File: src/rtl/encoder_interface_am.sv
// Registered TX block selector: forwards CGMII blocks, replaces gaps with alignment-marker
// idle blocks for latched AM requests, or with error blocks when no request explains the gap.
module encoder_interface_am #(
    parameter int LEN_TX_CTRL = 8,
    parameter int LEN_TX_DATA = 64,
    parameter int AM_TIMEOUT  = 4,
    parameter int NB_ERR_CNT  = 16
) (
    input  logic                   i_clock,
    input  logic                   i_reset,
    input  logic                   i_enable,
    input  logic                   i_valid,
    input  logic                   i_am_req,
    input  logic [LEN_TX_DATA-1:0] i_tx_data,
    input  logic [LEN_TX_CTRL-1:0] i_tx_ctrl,
    input  logic                   i_err_clr,
    output logic [LEN_TX_DATA-1:0] o_tx_data,
    output logic [LEN_TX_CTRL-1:0] o_tx_ctrl,
    output logic                   o_am_flag,
    output logic                   o_am_pending,
    output logic                   o_am_miss,
    output logic [NB_ERR_CNT-1:0]  o_err_count
);

    localparam int CW = $clog2(AM_TIMEOUT + 1);
    localparam logic [CW-1:0]          TIMEOUT_CNT = CW'(AM_TIMEOUT);
    localparam logic [LEN_TX_DATA-1:0] IDLE_BLOCK  = {LEN_TX_CTRL{8'h07}};
    localparam logic [LEN_TX_DATA-1:0] ERROR_BLOCK = {LEN_TX_CTRL{8'hFE}};
    localparam logic [LEN_TX_CTRL-1:0] CTRL_ALL    = {LEN_TX_CTRL{1'b1}};
    localparam logic [NB_ERR_CNT-1:0]  ERR_MAX     = {NB_ERR_CNT{1'b1}};

    typedef enum logic {NO_AM, AM_WAIT} state_t;

    state_t                   state_q, state_d;
    logic [CW-1:0]            wait_q, wait_d;
    logic [CW-1:0]            waited;
    logic                     am_active;
    logic                     err_inc;
    logic [LEN_TX_DATA-1:0]   data_d;
    logic [LEN_TX_CTRL-1:0]   ctrl_d;
    logic                     flag_d, miss_d;
    logic [NB_ERR_CNT-1:0]    err_d;

    assign am_active    = (state_q == AM_WAIT) || i_am_req;
    assign waited       = wait_q + CW'(1);
    assign o_am_pending = (state_q == AM_WAIT);

    // NOTE: every signal gets a default before the decision tree so no path can infer a latch.
    always_comb begin
        state_d = state_q;
        wait_d  = wait_q;
        data_d  = i_tx_data;
        ctrl_d  = i_tx_ctrl;
        flag_d  = 1'b0;
        miss_d  = 1'b0;
        err_inc = 1'b0;
        if (am_active && !i_valid) begin
            data_d  = IDLE_BLOCK;
            ctrl_d  = CTRL_ALL;
            flag_d  = 1'b1;
            state_d = NO_AM;
            wait_d  = '0;
        end else if (am_active) begin
            // A new request arriving during a pending wait never restarts the counter.
            if (waited >= TIMEOUT_CNT) begin
                miss_d  = 1'b1;
                state_d = NO_AM;
                wait_d  = '0;
            end else begin
                state_d = AM_WAIT;
                wait_d  = waited;
            end
        end else if (!i_valid) begin
            data_d  = ERROR_BLOCK;
            ctrl_d  = CTRL_ALL;
            err_inc = 1'b1;
        end
    end

    // A clear coinciding with a gap keeps that gap's event.
    always_comb begin
        err_d = o_err_count;
        if (i_err_clr)
            err_d = err_inc ? NB_ERR_CNT'(1) : '0;
        else if (err_inc && o_err_count != ERR_MAX)
            err_d = o_err_count + NB_ERR_CNT'(1);
    end

    // NOTE: state is updated with non-blocking assignments so every register samples pre-edge values.
    always_ff @(posedge i_clock) begin
        if (i_reset) begin
            state_q     <= NO_AM;
            wait_q      <= '0;
            o_tx_data   <= IDLE_BLOCK;
            o_tx_ctrl   <= CTRL_ALL;
            o_am_flag   <= 1'b0;
            o_am_miss   <= 1'b0;
            o_err_count <= '0;
        end else if (i_enable) begin
            state_q     <= state_d;
            wait_q      <= wait_d;
            o_tx_data   <= data_d;
            o_tx_ctrl   <= ctrl_d;
            o_am_flag   <= flag_d;
            o_am_miss   <= miss_d;
            o_err_count <= err_d;
        end
    end

endmodule
File: config.mk
export PLATFORM = sky130hd
export DESIGN_NAME = encoder_interface_am
export DESIGN_NICKNAME = d
export VERILOG_FILES = /design/src/rtl/encoder_interface_am.sv
export SDC_FILE = /design/constraint.sdc
export NUM_CORES = 1
export LEC_CHECK = 0
export CAP_MARGIN = 20
export CORE_ASPECT_RATIO = 2
export CORE_MARGIN = 2
export CORE_UTILIZATION = 40
export CTS_BUF_LIST = sky130_fd_sc_hd__clkbuf_8
export CTS_CLUSTER_DIAMETER = 30
export DETAILED_ROUTE_END_ITERATION = 6
export HOLD_SLACK_MARGIN = 0.15
export PLACE_DENSITY = 0.87
export SLEW_MARGIN = 5
export SYNTH_ARGS = -nofsm -noshare
export SYNTH_HDL_FRONTEND = slang
export SYNTH_SLANG_ARGS = --single-unit
File: constraint.sdc
create_clock -name i_clock -period 2.85 [get_ports i_clock]
set_clock_uncertainty 0.1 [all_clocks]
set_input_delay 0.4275 -clock i_clock [delete_from_list [all_inputs] [get_ports i_clock]]
set_output_delay 0.4275 -clock i_clock [all_outputs]
set_load 0.01 [all_outputs]
==> results.md, run 1 <==
Critical path:
- The worst setup path is of the reg -> reg kind.
- STA puts the critical path data required time at 3.01 ns.
- In this run the register-to-register setup slack is 0.63 ns.
- The worst setup path is captured at a flop.
- The endpoint of the most critical register-to-register path is o_err_count[15].
- The worst reg-to-reg path cell count is 4.
- The startpoint identified for the worst register-to-register timing path is o_am_pending.
- The critical path data arrival time is roughly 2.4 ns.
- The worst setup path is launched from a flop.
- Of all nets on the critical path, the largest fanout is 7.

Floorplanning:
- The die outline height is between 100 and 150 um.
- In this run the horizontal extent of the chip is approximately 73 um.
- The region available for standard cell placement spans 9260 um2.
- The floorplan has 50 rows.
- Once the floorplan was initialized, standard cells occupied between 40% and 50% of the core.
- The die footprint is a little over 10000 um2.
- The top-level port count is ~170.

Global routing:
- The pin count of the biggest net entering global routing is 74.
- The total track usage is roughly 23%.
- The via count of the first global-routing pass was ~3900.
- The initial antenna violation count is 0.
- Global routing finished with a remaining overflow of 0.
- The first-pass GRT wire length is 18600 um.

Routing:
- The DRC violation total after the first TritonRoute iteration is 260.
- The number of optimization iterations in the first detailed-route pass is 4.
- The ratio of routed vias to standard cells is between 5 and 6.
- The DRC violations left is 0.
- In this run the remaining antenna-violating nets after routing total 0.
- The routed design has around 12000 um of wire.
- In the final routed layout, each cell accounts on average for 16.4 um.
- The routed via count is approximately 4000.

Min path:
- The startpoint identified for the worst hold timing path is o_tx_data[20].
- The terminating pin of the worst hold path is o_tx_data[20].
- The class of the most critical hold timing path is reg -> reg.
- The number of instances on the worst hold path is 2.

Logic synthesis:
- The main flop type after synthesis is sky130_fd_sc_hd__dfxtp_1.
- The synthesized net count is 530.
- The average footprint of a synthesized cell is between 8 and 9 um2.
- The area of the mapped netlist is roughly 3800 um2.
- The synthesized design contains 0 enable-type register cells.
- The synthesized design spends more area on one cell type than any other, namely sky130_fd_sc_hd__dfxtp_1.
- After synthesis, the netlist uses 43 different library cells.
- The number of synthesized register bits is 94.
- For this run, asynchronously set or reset flops after synthesis account for 0%.
- The synthesized design devotes to its leading area cell type 49.7% of total area.
- Among all cell types in the netlist, the one instantiated most often is sky130_fd_sc_hd__dfxtp_1.
- After synthesis, the cell types taking the most area are sky130_fd_sc_hd__dfxtp_1 50%, sky130_fd_sc_hd__a21oi_1 6.9%, sky130_fd_sc_hd__nor2_1 6.1%.
- Synthesis handed over a netlist of 450 instances.
- The sequential-to-total area share from yosys stat is approximately 50%.
- The count of synthesis-stage warnings from yosys is 0.
- Sorting the synthesized cells by how often they occur yields 94 x sky130_fd_sc_hd__dfxtp_1, 62 x sky130_fd_sc_hd__nor2_1, 52 x sky130_fd_sc_hd__a21oi_1.

Clock tree:
- Buffers inserted to repair hold after CTS numbered 0.
- The clock latency on the worst-skew pair is 0.36 ns.
- The number of clock buffers added by TritonCTS is 9.
- In this run the post-CTS setup repair buffer count came out at 0.
- The maximum root-to-sink buffer count is 2.
- The root buffer cell is sky130_fd_sc_hd__clkbuf_8.
- The number of instances resized during post-cts repair is 0.
- The CTS sink count is between 90 and 100.
- TritonCTS built the clock tree.
- The maximum level of the CTS H-tree is 3.
- Clock-pin slew was measured on the worst setup and hold paths at 0.10 ns.

STA:
- The worst max-slew margin expressed relative to the limit is between 60% and 70%.
- The number of max-slew violations in the final report is 0.
- Setup repair after global routing left no endpoint under its margin.
- After layout, the worst path uses 77.9% of the clock period.
- The actual slew at the worst max-slew pin is 0.579 ns.
- The worst setup slack after layout is approximately 0.63 ns.
- For this run, the top clock speed supported by timing is 450 MHz.
- The worst path in the final design needs a cycle of between 2 and 2.5 ns, including I/O delays and setup.
- The sum of negative setup slack is 0 ns.
- The final count of hold timing violations is 0.
- Setup violations remaining at the end of the flow were counted as 0.

Power:
- For this design the total switching power over the nets is 724 uW.
- The internal portion of the total power is roughly 2.1 mW.
- The worst-case IR drop observed on VDD is ~0.00034 V.
- The combinational power share is about 17%.
- For this design the ratio of total power to cell area is approximately 490 nW/um2.
- The leakage power total is between 2 and 2.5 nW.
- The part of the power in registers is between 50% and 60%.
- The switching share of power is between 20% and 30%.
- The clock group share of total power is a little under a third.

Placed design:
- The cell area after placement is 5520 um2.
- The detailed placement HPWL is about 8400 um.
- Routability-driven placement finished with a final weighted congestion of between 0.8 and 0.9.
- The number of port buffers is approximately 170.
- The setup slack after placement is around 0.34 ns.

Layout:
- The antenna cell count is 0.
- Of the cells placed in the final design, the portion with a size suffix greater than 1 is 5.79%.
- The final layout net count is between 600 and 700.
- The synthesis-to-finish area growth is 51.1%.
- The post-layout instance area is approximately 5700 um2.

Run:
- The max capacitance violation total is 0.

Outcome:
- The run finished with clean final reports.
==> metrics by stage <==
stage          power [mW]  util (%)  cells  hold slack (ns)
2_1_floorplan        1.63         -    450            0.369
5_1_grt              2.89      61.8    709            0.402
3_5_place_dp         1.92      59.6    693            0.363
4_1_cts              2.80      61.8    709            0.381
6_report             2.78      61.8    709            0.379
3_3_place_gp         1.91      59.6    693            0.353
==> logic make-up after synthesis <==
logic type	Yosys count	share of synthesized area [%]
muxes	2	0.529
and+or+nand+nor	196	26.7
adders and majority gates	2	0.661
AOI/OAI and AO/OA	112	17.5
DFF	94	49.7
buffers and inverters	43	4.66
xor gates and xnor gates	1	0.231
==> sequential cells by signal, summed over array words and instances (netlist names) <==
name and flops:
o_am_flag 1, o_tx_ctrl 8, wait_q 3, o_tx_data 64, o_am_miss 1, o_err_count 16
o_am_pending 1
==> layout make-up <==
type,count,area [um2]
repair buffers,178,1750
clock buffers,9,124
clock inverters,7,72.6
fillers,797,3540
inverters,4,15.0
multi-input cells,313,1740
flip-flops and latches,94,1880
well taps,104,130
==> per-layer routing <==
layer / global-route usage [%] / vias up / wire length [um]
met5: 0 / - / 0
met4: 12.9 / 0 / 467
met3: 5.11 / 38 / 780
met2: 40.2 / 190 / 6210
met1: 24.5 / 1845 / 4170
li1: - / 1912 / -
==> cells in the final DEF, fill, tap and decap left out, types with 5 or more instances in the layout <==
cell type | netlist | layout
sky130_fd_sc_hd__clkdlybuf4s50_1 | 0 | 165
sky130_fd_sc_hd__dfxtp_1 | 94 | 94
sky130_fd_sc_hd__nor2_1 | 62 | 62
sky130_fd_sc_hd__a21oi_1 | 52 | 52
sky130_fd_sc_hd__nor3_1 | 44 | 44
sky130_fd_sc_hd__o22ai_1 | 25 | 25
sky130_fd_sc_hd__nand2b_1 | 24 | 24
sky130_fd_sc_hd__nand2_1 | 18 | 18
sky130_fd_sc_hd__nand3_1 | 14 | 14
sky130_fd_sc_hd__o21ai_0 | 13 | 13
sky130_fd_sc_hd__nand4_1 | 9 | 9
sky130_fd_sc_hd__clkbuf_8 | 0 | 9
sky130_fd_sc_hd__buf_4 | 0 | 9
sky130_fd_sc_hd__or4_1 | 5 | 5
==> worst max path at each step <==
stage | start | to
after global routing | o_err_count[1] | o_err_count[0]
final | o_am_pending | o_err_count[15]
after floorplan | i_valid | o_err_count[15]
after CTS | o_am_pending | o_err_count[7]
after detailed placement | i_am_req | o_err_count[15]
after global placement | i_am_req | o_err_count[4]
==> critical path: stages, from the launching register on <==
cell	delay [ns]
sky130_fd_sc_hd__dfxtp_1	0.42
sky130_fd_sc_hd__or4b_1	0.70
sky130_fd_sc_hd__nor4_2	0.57
sky130_fd_sc_hd__a41o_1	0.25
sky130_fd_sc_hd__nand3_1	0.07
==> power groups by stage <==
stage | Clock (mW) | Combinational, mW | Sequential (mW)
after floorplan | 0 | 0.162 | 1.47
after global placement | 0 | 0.467 | 1.44
after detailed placement | 0 | 0.477 | 1.45
after CTS | 0.904 | 0.480 | 1.42
after global routing | 0.954 | 0.517 | 1.42
final | 0.886 | 0.476 | 1.41
Note: power is estimated with default switching activity, not from simulation.
==> run 2, diff against run 1 <==
--- a/config.mk
+++ b/config.mk
@@ -8,12 +8,12 @@
 export CAP_MARGIN = 20
 export CORE_ASPECT_RATIO = 2
 export CORE_MARGIN = 2
-export CORE_UTILIZATION = 40
+export CORE_UTILIZATION = 39
 export CTS_BUF_LIST = sky130_fd_sc_hd__clkbuf_8
 export CTS_CLUSTER_DIAMETER = 30
 export DETAILED_ROUTE_END_ITERATION = 6
 export HOLD_SLACK_MARGIN = 0.15
-export PLACE_DENSITY = 0.87
+export PLACE_DENSITY = 0.89
 export SLEW_MARGIN = 5
 export SYNTH_ARGS = -nofsm -noshare
 export SYNTH_HDL_FRONTEND = slang
==> constraint.sdc (replaced) <==
create_clock -name i_clock -period 2 [get_ports i_clock]
set_clock_uncertainty 0.1 [all_clocks]
set_input_delay 0.3 -clock i_clock [delete_from_list [all_inputs] [get_ports i_clock]]
set_output_delay 0.3 -clock i_clock [all_outputs]
set_load 0.01 [all_outputs]
==> run 2 against run 1 <==
First-iteration DRC count fell by 33%. Sequential power increased by 43%. Sequential cell count unchanged. Critical path type is now in -> reg. Largest cell class is now non-clock buffers. Highest routed layer unchanged.
==> results.md, run 2 (synthesized netlist as in run 1, its figures left out) <==
Power:
- The power density normalized to cell area is 671 nW/um2 (+38%).
- The worst supply voltage drop on vdd is 0.000518 V (+54%).
- The leakage power total was 2.22 nW (+6.0%).

Run:
- The max capacitance violation total came to 0 (unchanged).

Min path:
- The worst hold path belongs to the class reg -> reg.

Clock tree:
- The count of buffers added by post-CTS timing repair for setup was 0 (unchanged).
- The maximum level of the CTS H-tree was 3 (unchanged).
- The number of buffers inserted during clock tree synthesis is 9 (unchanged).
- TritonCTS built the clock tree.
- The clock edge transition at the registers on the reported setup and hold paths was 0.09 ns (about the same).
- The CTS sink count came to 94 (unchanged).
- Clock tree synthesis selected as its root buffer the cell sky130_fd_sc_hd__clkbuf_8.
- The clock latency on the worst-skew pair is 0.35 ns (about the same).
- The maximum root-to-sink buffer count is 2 (unchanged).

Routing:
- The number of optimization iterations in the first detailed-route pass was 7 (+3).
- The DRC violations left is 0 (unchanged).
- The total length of routed wires came to 12000 um (+3.3%).
- The number of routed nets with antenna violations is 0 (unchanged).
- The ratio of routed vias to standard cells is 5.54 (-1.4%).
- The DRC violation total after the first TritonRoute iteration is 174 (-33%).
- The routed length per placed instance is 16.4 um (-0.13%).
- The routed via count is 4063 (+2.0%).

STA:
- The number of max-slew violations in the final report is 0 (unchanged).
- The sum of negative setup slack is 0 ns (unchanged).
- The final count of hold timing violations is 0 (unchanged).
- The shortest clock period the worst path allows after layout is roughly 1.9 ns.
- The worst max-slew margin expressed relative to the limit is 63.8% (+2.4 points).
- The fraction of the cycle the final worst path needs is a little over nine tenths.
- The actual slew at the worst max-slew pin is 0.539 ns (-0.0403 ns).
- The worst hold slack is 0.375 ns (-0.00431 ns).
- The maximum operating frequency is 518 MHz.
- The total of endpoints with negative setup slack in the final report was 0 (unchanged).
- Setup repair after global routing left no endpoint under its margin.

Floorplanning:
- The row count is 50 (unchanged).
- The die footprint is 10600 um2 (+2.5%).
- The top-level port count came to 169 (unchanged).
- The floorplan core area is 9380 um2 (+1.4%).
- The width of the chip is 73.7 um (+1.2%).
- The initial core utilization was 40.3% (-0.55 points).
- The die outline height is 143 um (+1.2%).

Global routing:
- The total track usage is 22.8% (-0.052 points).
- The initial antenna violation count is 0 (unchanged).
- The first-pass GRT wire length came to 19000 um (+1.8%).
- The total overflow reported by the global router is 0 (unchanged).
- The pin count of the biggest net entering global routing is 49 (-34%).
- The via count of the first global-routing pass is 4044 (+3.1%).

Layout:
- The final layout net count is 704 (+3.5%).
- The number of flip-flops under the largest register name is 64 (unchanged).
- The post-layout instance area is 5920 um2 (+3.5%).
- The leading cell type in the layout, fill and taps excluded is sky130_fd_sc_hd__clkdlybuf4s50_1.
- The antenna cell count is 0 (unchanged).
- The utilization after layout came to 63.1% (+1.3 points).
- The share of layout cells above drive strength 1 was 9.70% (+3.9 points).
- The most flop-heavy register is o_tx_data.
- The synthesis-to-finish area growth is 56.4%.
- The number of fillers in the final layout was 778 (-2.4%).
- The top cell types in the final layout, fill and taps aside, are 165 x sky130_fd_sc_hd__clkdlybuf4s50_1, 94 x sky130_fd_sc_hd__dfxtp_1, 62 x sky130_fd_sc_hd__nor2_1, 52 x sky130_fd_sc_hd__a21oi_1, 44 x sky130_fd_sc_hd__nor3_1.
- The final cell count without fillers is 733 (+3.4%).
- The largest registers in the layout are o_tx_data (64), o_err_count (16), o_tx_ctrl (8).

Critical path:
- The kind of end point of the critical path is a flop.
- The critical path data arrival time is 2.11 ns (-0.27 ns).
- The slowest stage cell on the critical path is sky130_fd_sc_hd__or4_1.
- The worst setup path is of the in -> reg kind.
- The maximum cell stage delay along the critical path is 0.56 ns (-0.14 ns).
- The worst register-to-register path begins at o_am_pending.
- The setup slack of the worst register-to-register path was 0.13 ns (-0.50 ns).
- The end point of the critical path is o_err_count[4].
- The signal on the critical path passes through dlygate4sd3_1 -> buf_2 -> or2_2 -> or4_1 -> o22ai_1.
- The start point of the critical path is i_reset.
- STA classifies the critical path startpoint as an input port.
- The worst endpoint required time came to 2.18 ns (-0.83 ns).
- The biggest fanout along the worst timing path was 10 (+3).
- The endpoint identified for the worst register-to-register timing path is o_err_count[15].
- The worst reg-to-reg path cell count is 5 (+1).

Placed design:
- The detailed placement HPWL is 8870 um (+5.9%).
- The number of port buffers is 168 (unchanged).
- The routability congestion estimate is 0.928 (+4.1%).
- The total placed cells including tap cells was 716 (+3.3%).
- The cell area after placement came to 5700 um2 (+3.2%).

Outcome:
- The flow ran to the end, and the final reports show no timing, DRC or antenna violations.
[run 2: cell count changes in the layout (fill, tap and decap cells not counted)]
cell	previous run	this run
sky130_fd_sc_hd__ha_2	0	1
sky130_fd_sc_hd__clkinvlp_4	1	3
sky130_fd_sc_hd__inv_6	2	1
sky130_fd_sc_hd__nor4_1	2	1
sky130_fd_sc_hd__dlygate4sd3_1	0	1
sky130_fd_sc_hd__and4_1	4	3
sky130_fd_sc_hd__ha_1	2	1
sky130_fd_sc_hd__clkinv_2	1	0
sky130_fd_sc_hd__buf_4	9	32
sky130_fd_sc_hd__nor4_4	0	1
sky130_fd_sc_hd__and4_2	0	1
[run 2: report_power, final]
| group | leakage (nW) | switching (mW) | internal (mW) | total, mW |
|---|---|---|---|---|
| clock | 0.0933 | 0.677 | 0.580 | 1.26 |
| combinational | 1.36 | 0.310 | 0.397 | 0.707 |
| sequential | 0.773 | 0.0482 | 1.96 | 2.01 |
| total | 2.22 | 1.03 | 2.94 | 3.98 |
[run 2: layer usage]
metal	global-route usage, %	part of all wire [%]	vias to the layer above
met5	0	0	-
met4	14.7	5.0	0
met3	4.84	6.3	43
met2	39.6	52	188
met1	24.1	36	1872
li1	-	-	1960
[run 2: through the flow]
stage / power (mW) / setup WS, ns
after detailed placement: 2.76 / -0.351
after CTS: 4.02 / 0.0343
after floorplan: 2.33 / 0.0225
after global routing: 4.15 / 0.000706
after global placement: 2.74 / -0.287
final: 3.98 / 0.0712
[run 2: critical path, delay by kind of cell]
family / cells / cell delay, ns
buf+inv: 2 / 0.71
compound gates: 1 / 0.15
simple gates: 2 / 0.95
[run 2: what timing repair did]
action | in CTS | in global routing
resized for setup | 0 | 3
hold buffers | 1 | 0
setup endpoints to repair | 0 | 4
hold endpoints to repair | 2 | 0
[run 2: layout make-up]
| cell class | instances | area [um2] | share of cell area (%) |
|---|---|---|---|
| Clock inverter | 7 | 73.8 | 1.25 |
| Timing Repair Buffer | 202 | 1940 | 32.7 |
| Clock buffer | 9 | 124 | 2.09 |
| Sequential cell | 94 | 1880 | 31.8 |
| Multi-Input combinational cell | 313 | 1760 | 29.7 |
| Tap cell | 104 | 130 | 2.20 |
| Inverter | 4 | 15.0 | 0.254 |
[run 2: worst min-delay path by stage]
stage,from,end,slack [ns],cells after the start
floorplan,i_tx_ctrl[0],o_tx_ctrl[0],0.34,2
global placement,o_tx_data[8],o_tx_data[8],0.35,2
detailed placement,o_tx_data[24],o_tx_data[24],0.36,2
CTS,i_enable,o_err_count[10],0.38,5
global route,i_enable,o_err_count[10],0.38,5
finish,o_tx_data[24],o_tx_data[24],0.37,2
==> run 3, diff against run 2 <==
--- a/config.mk
+++ b/config.mk
@@ -6,7 +6,6 @@
 export NUM_CORES = 1
 export LEC_CHECK = 0
 export CAP_MARGIN = 20
-export CORE_ASPECT_RATIO = 2
 export CORE_MARGIN = 2
 export CORE_UTILIZATION = 39
 export CTS_BUF_LIST = sky130_fd_sc_hd__clkbuf_8
==> run 3 against run 2 <==
Final cell count up 3.0%. Die area down 0.45%. Fmax down 2.0%. Sequential share of layout area down 0.052 points.
==> results.md, run 3 (synthesized netlist as in run 1, its figures left out) <==
Clock tree:
- The clock latency on the worst-skew pair is 0.36 ns (about the same).
- The clock edge transition at the registers on the reported setup and hold paths is 0.09 ns (about the same).
- The maximum level of the CTS H-tree is 3 (unchanged).
- The number of buffers inserted during clock tree synthesis came to 9 (unchanged).
- TritonCTS built the clock tree.
- The count of buffers added by post-CTS timing repair for setup was 0 (unchanged).
- The CTS sink count is 94 (unchanged).
- The maximum root-to-sink buffer count is 2 (unchanged).
- The root buffer cell is sky130_fd_sc_hd__clkbuf_8.

Layout:
- The number of fillers in the final layout is 744 (-4.4%).
- The antenna cell count is 0 (unchanged).
- In the final layout, the registers with the most flip-flops are o_tx_data (64), o_err_count (16), o_tx_ctrl (8).
- The share of layout cells above drive strength 1 is 9.58% (-0.11 points).
- The library cell used most frequently in the layout, excluding fill and tap cells, is sky130_fd_sc_hd__clkdlybuf4s50_1.
- The number of flip-flops under the largest register name was 64 (unchanged).
- The final layout net count is 701 (-0.43%).
- Ranked by flip-flop count, first place goes to o_tx_data.
- Compared with the post-synthesis result, the final layout area differs by 56.8%.
- In the layout the commonest cells are 165 x sky130_fd_sc_hd__clkdlybuf4s50_1, 93 x sky130_fd_sc_hd__dfxtp_1, 62 x sky130_fd_sc_hd__nor2_1, 52 x sky130_fd_sc_hd__a21oi_1, 44 x sky130_fd_sc_hd__nor3_1.
- The utilization after layout is 63.6% (+0.53 points).

STA:
- The number of max-slew violations in the final report came to 0 (unchanged).
- The total of endpoints with negative setup slack in the final report was 0 (unchanged).
- The final count of hold timing violations came to 0 (unchanged).
- The worst max-slew margin expressed relative to the limit is 61.2% (-2.6 points).
- The worst setup slack after layout was 0.0319 ns (-0.0393 ns).
- Setup repair after global routing left no endpoint under its margin.
- The shortest clock period the worst path allows after layout was 1.97 ns (+0.0393 ns).
- The fraction of the cycle the final worst path needs is 98.4% (+2.0 points).
- The maximum operating frequency is 508 MHz (-2.0%).
- The actual slew at the worst max-slew pin is 0.578 ns (+0.0390 ns).
- The sum of negative setup slack is 0 ns (unchanged).

Critical path:
- STA classifies the critical path startpoint as an input port.
- The critical path data arrival time is 2.16 ns (+0.05 ns).
- The worst endpoint required time came to 2.19 ns (about the same).
- The kind of end point of the critical path is a flop.
- The class of the most critical setup path is in -> reg.
- The biggest fanout along the worst timing path is 7 (-3).

Min path:
- The min-delay analysis places its worst path in the category in -> reg.

Floorplanning:
- The die footprint came to 10500 um2 (-0.45%).
- The width of the chip was 103 um (+39%).
- The top-level port count is 169 (unchanged).
- The row count is 35 (-30%).
- The initial core utilization is 40.6% (+0.24 points).
- The die outline height is 103 um (-28%).
- The floorplan core area is 9330 um2 (-0.60%).

Run:
- The max capacitance violation total was 0 (unchanged).

Placed design:
- The number of port buffers is 168 (unchanged).
- The setup slack after placement is -0.433 ns (-0.0824 ns).
- The routability congestion estimate is 0.888 (-4.3%).
- The detailed placement HPWL came to 8190 um (-7.6%).

Global routing:
- The via count of the first global-routing pass is 3869 (-4.3%).
- The first-pass GRT wire length is 18200 um (-4.1%).
- The total overflow reported by the global router is 0 (unchanged).
- The pin count of the biggest net entering global routing was 54 (+10%).
- The total track usage is 21.6% (-1.3 points).
- The initial antenna violation count came to 0 (unchanged).

Routing:
- The number of routed nets with antenna violations is 0 (unchanged).
- The met2 wire length was 5610 um (-10%).
- The routed via count is 4066 (+0.074%).
- The DRC violations left is 0 (unchanged).
- The ratio of routed vias to standard cells is 5.39 (-2.8%).
- After detailed routing, no signal wire sits above met4.
- The total length of routed wires is 11500 um (-4.0%).
- The number of optimization iterations in the first detailed-route pass is 4 (-3).
- The DRC violation total after the first TritonRoute iteration came to 167 (-4.0%).
- The routed length per placed instance is 15.3 um (-6.8%).
- The total routed wire length on the met1 layer came to 4850 um (+11%).
- The wire length on met3 is 803 um (+5.7%).

Power:
- The leakage power total came to 2.21 nW (-0.75%).
- The power density normalized to cell area is 685 nW/um2 (+2.0%).
- The worst supply voltage drop on vdd is 0.000378 V (-27%).

Outcome:
- The run finished with clean final reports.
## run 3: timing repair
| action | CTS | global route |
|---|---|---|
| hold buffers | 1 | 0 |
| endpoints found under the setup margin | 2 | 6 |
| gates resized for setup | 1 | 2 |
| hold endpoints to repair | 1 | 0 |
| pin swaps | 0 | 0 |
## run 3: area by class of cell
class                      instances  area (um2)  share of cell area (%)
clock buffer                       9         124                    2.09
sequential                        94        1880                    31.7
tap                              129         161                    2.72
clock inverter                     7        88.8                    1.50
multi-input combinational        313        1750                    29.5
timing repair buffer             199        1910                    32.3
inverter                           4        15.0                   0.253
## run 3: power breakdown
part | leakage (nW) | total [mW] | internal (mW) | switching (mW)
Clock | 0.106 | 1.35 | 0.611 | 0.737
Sequential | 0.774 | 2.02 | 1.96 | 0.0516
Combinational | 1.33 | 0.699 | 0.395 | 0.304
Total | 2.21 | 4.06 | 2.97 | 1.09
## run 3: worst paths after layout
kind	slack, ns	depth (start not counted)	startpoint	to
max	0.03	5	i_am_req	o_err_count[3]
max reg2reg	0.09	4	o_am_pending	o_err_count[3]
min	0.37	4	i_valid	o_err_count[4]
min reg2reg	0.38	2	o_tx_data[15]	o_tx_data[15]
## run 3: layer usage
metal	global-route usage (%)	up-vias
met5	0	-
li1	-	1965
met1	25.9	1912
met4	7.90	0
met2	37.2	168
met3	5.69	21
## run 3: stage by stage
stage	hold slack (ns)	cells	power, mW	area (um2)
5_1_grt	0.371	755	4.23	5940
4_1_cts	0.342	755	4.09	5930
3_5_place_dp	0.362	738	2.75	5710
6_report	0.365	755	4.06	5940
2_1_floorplan	0.342	450	2.33	3790
3_3_place_gp	0.353	738	2.73	5710
## run 3: critical path, stage by stage
cell,delay [ns]
sky130_fd_sc_hd__clkdlybuf4s50_1,0.46
sky130_fd_sc_hd__or4b_4,0.57
sky130_fd_sc_hd__buf_4,0.18
sky130_fd_sc_hd__or4_1,0.51
sky130_fd_sc_hd__o21ai_1,0.13
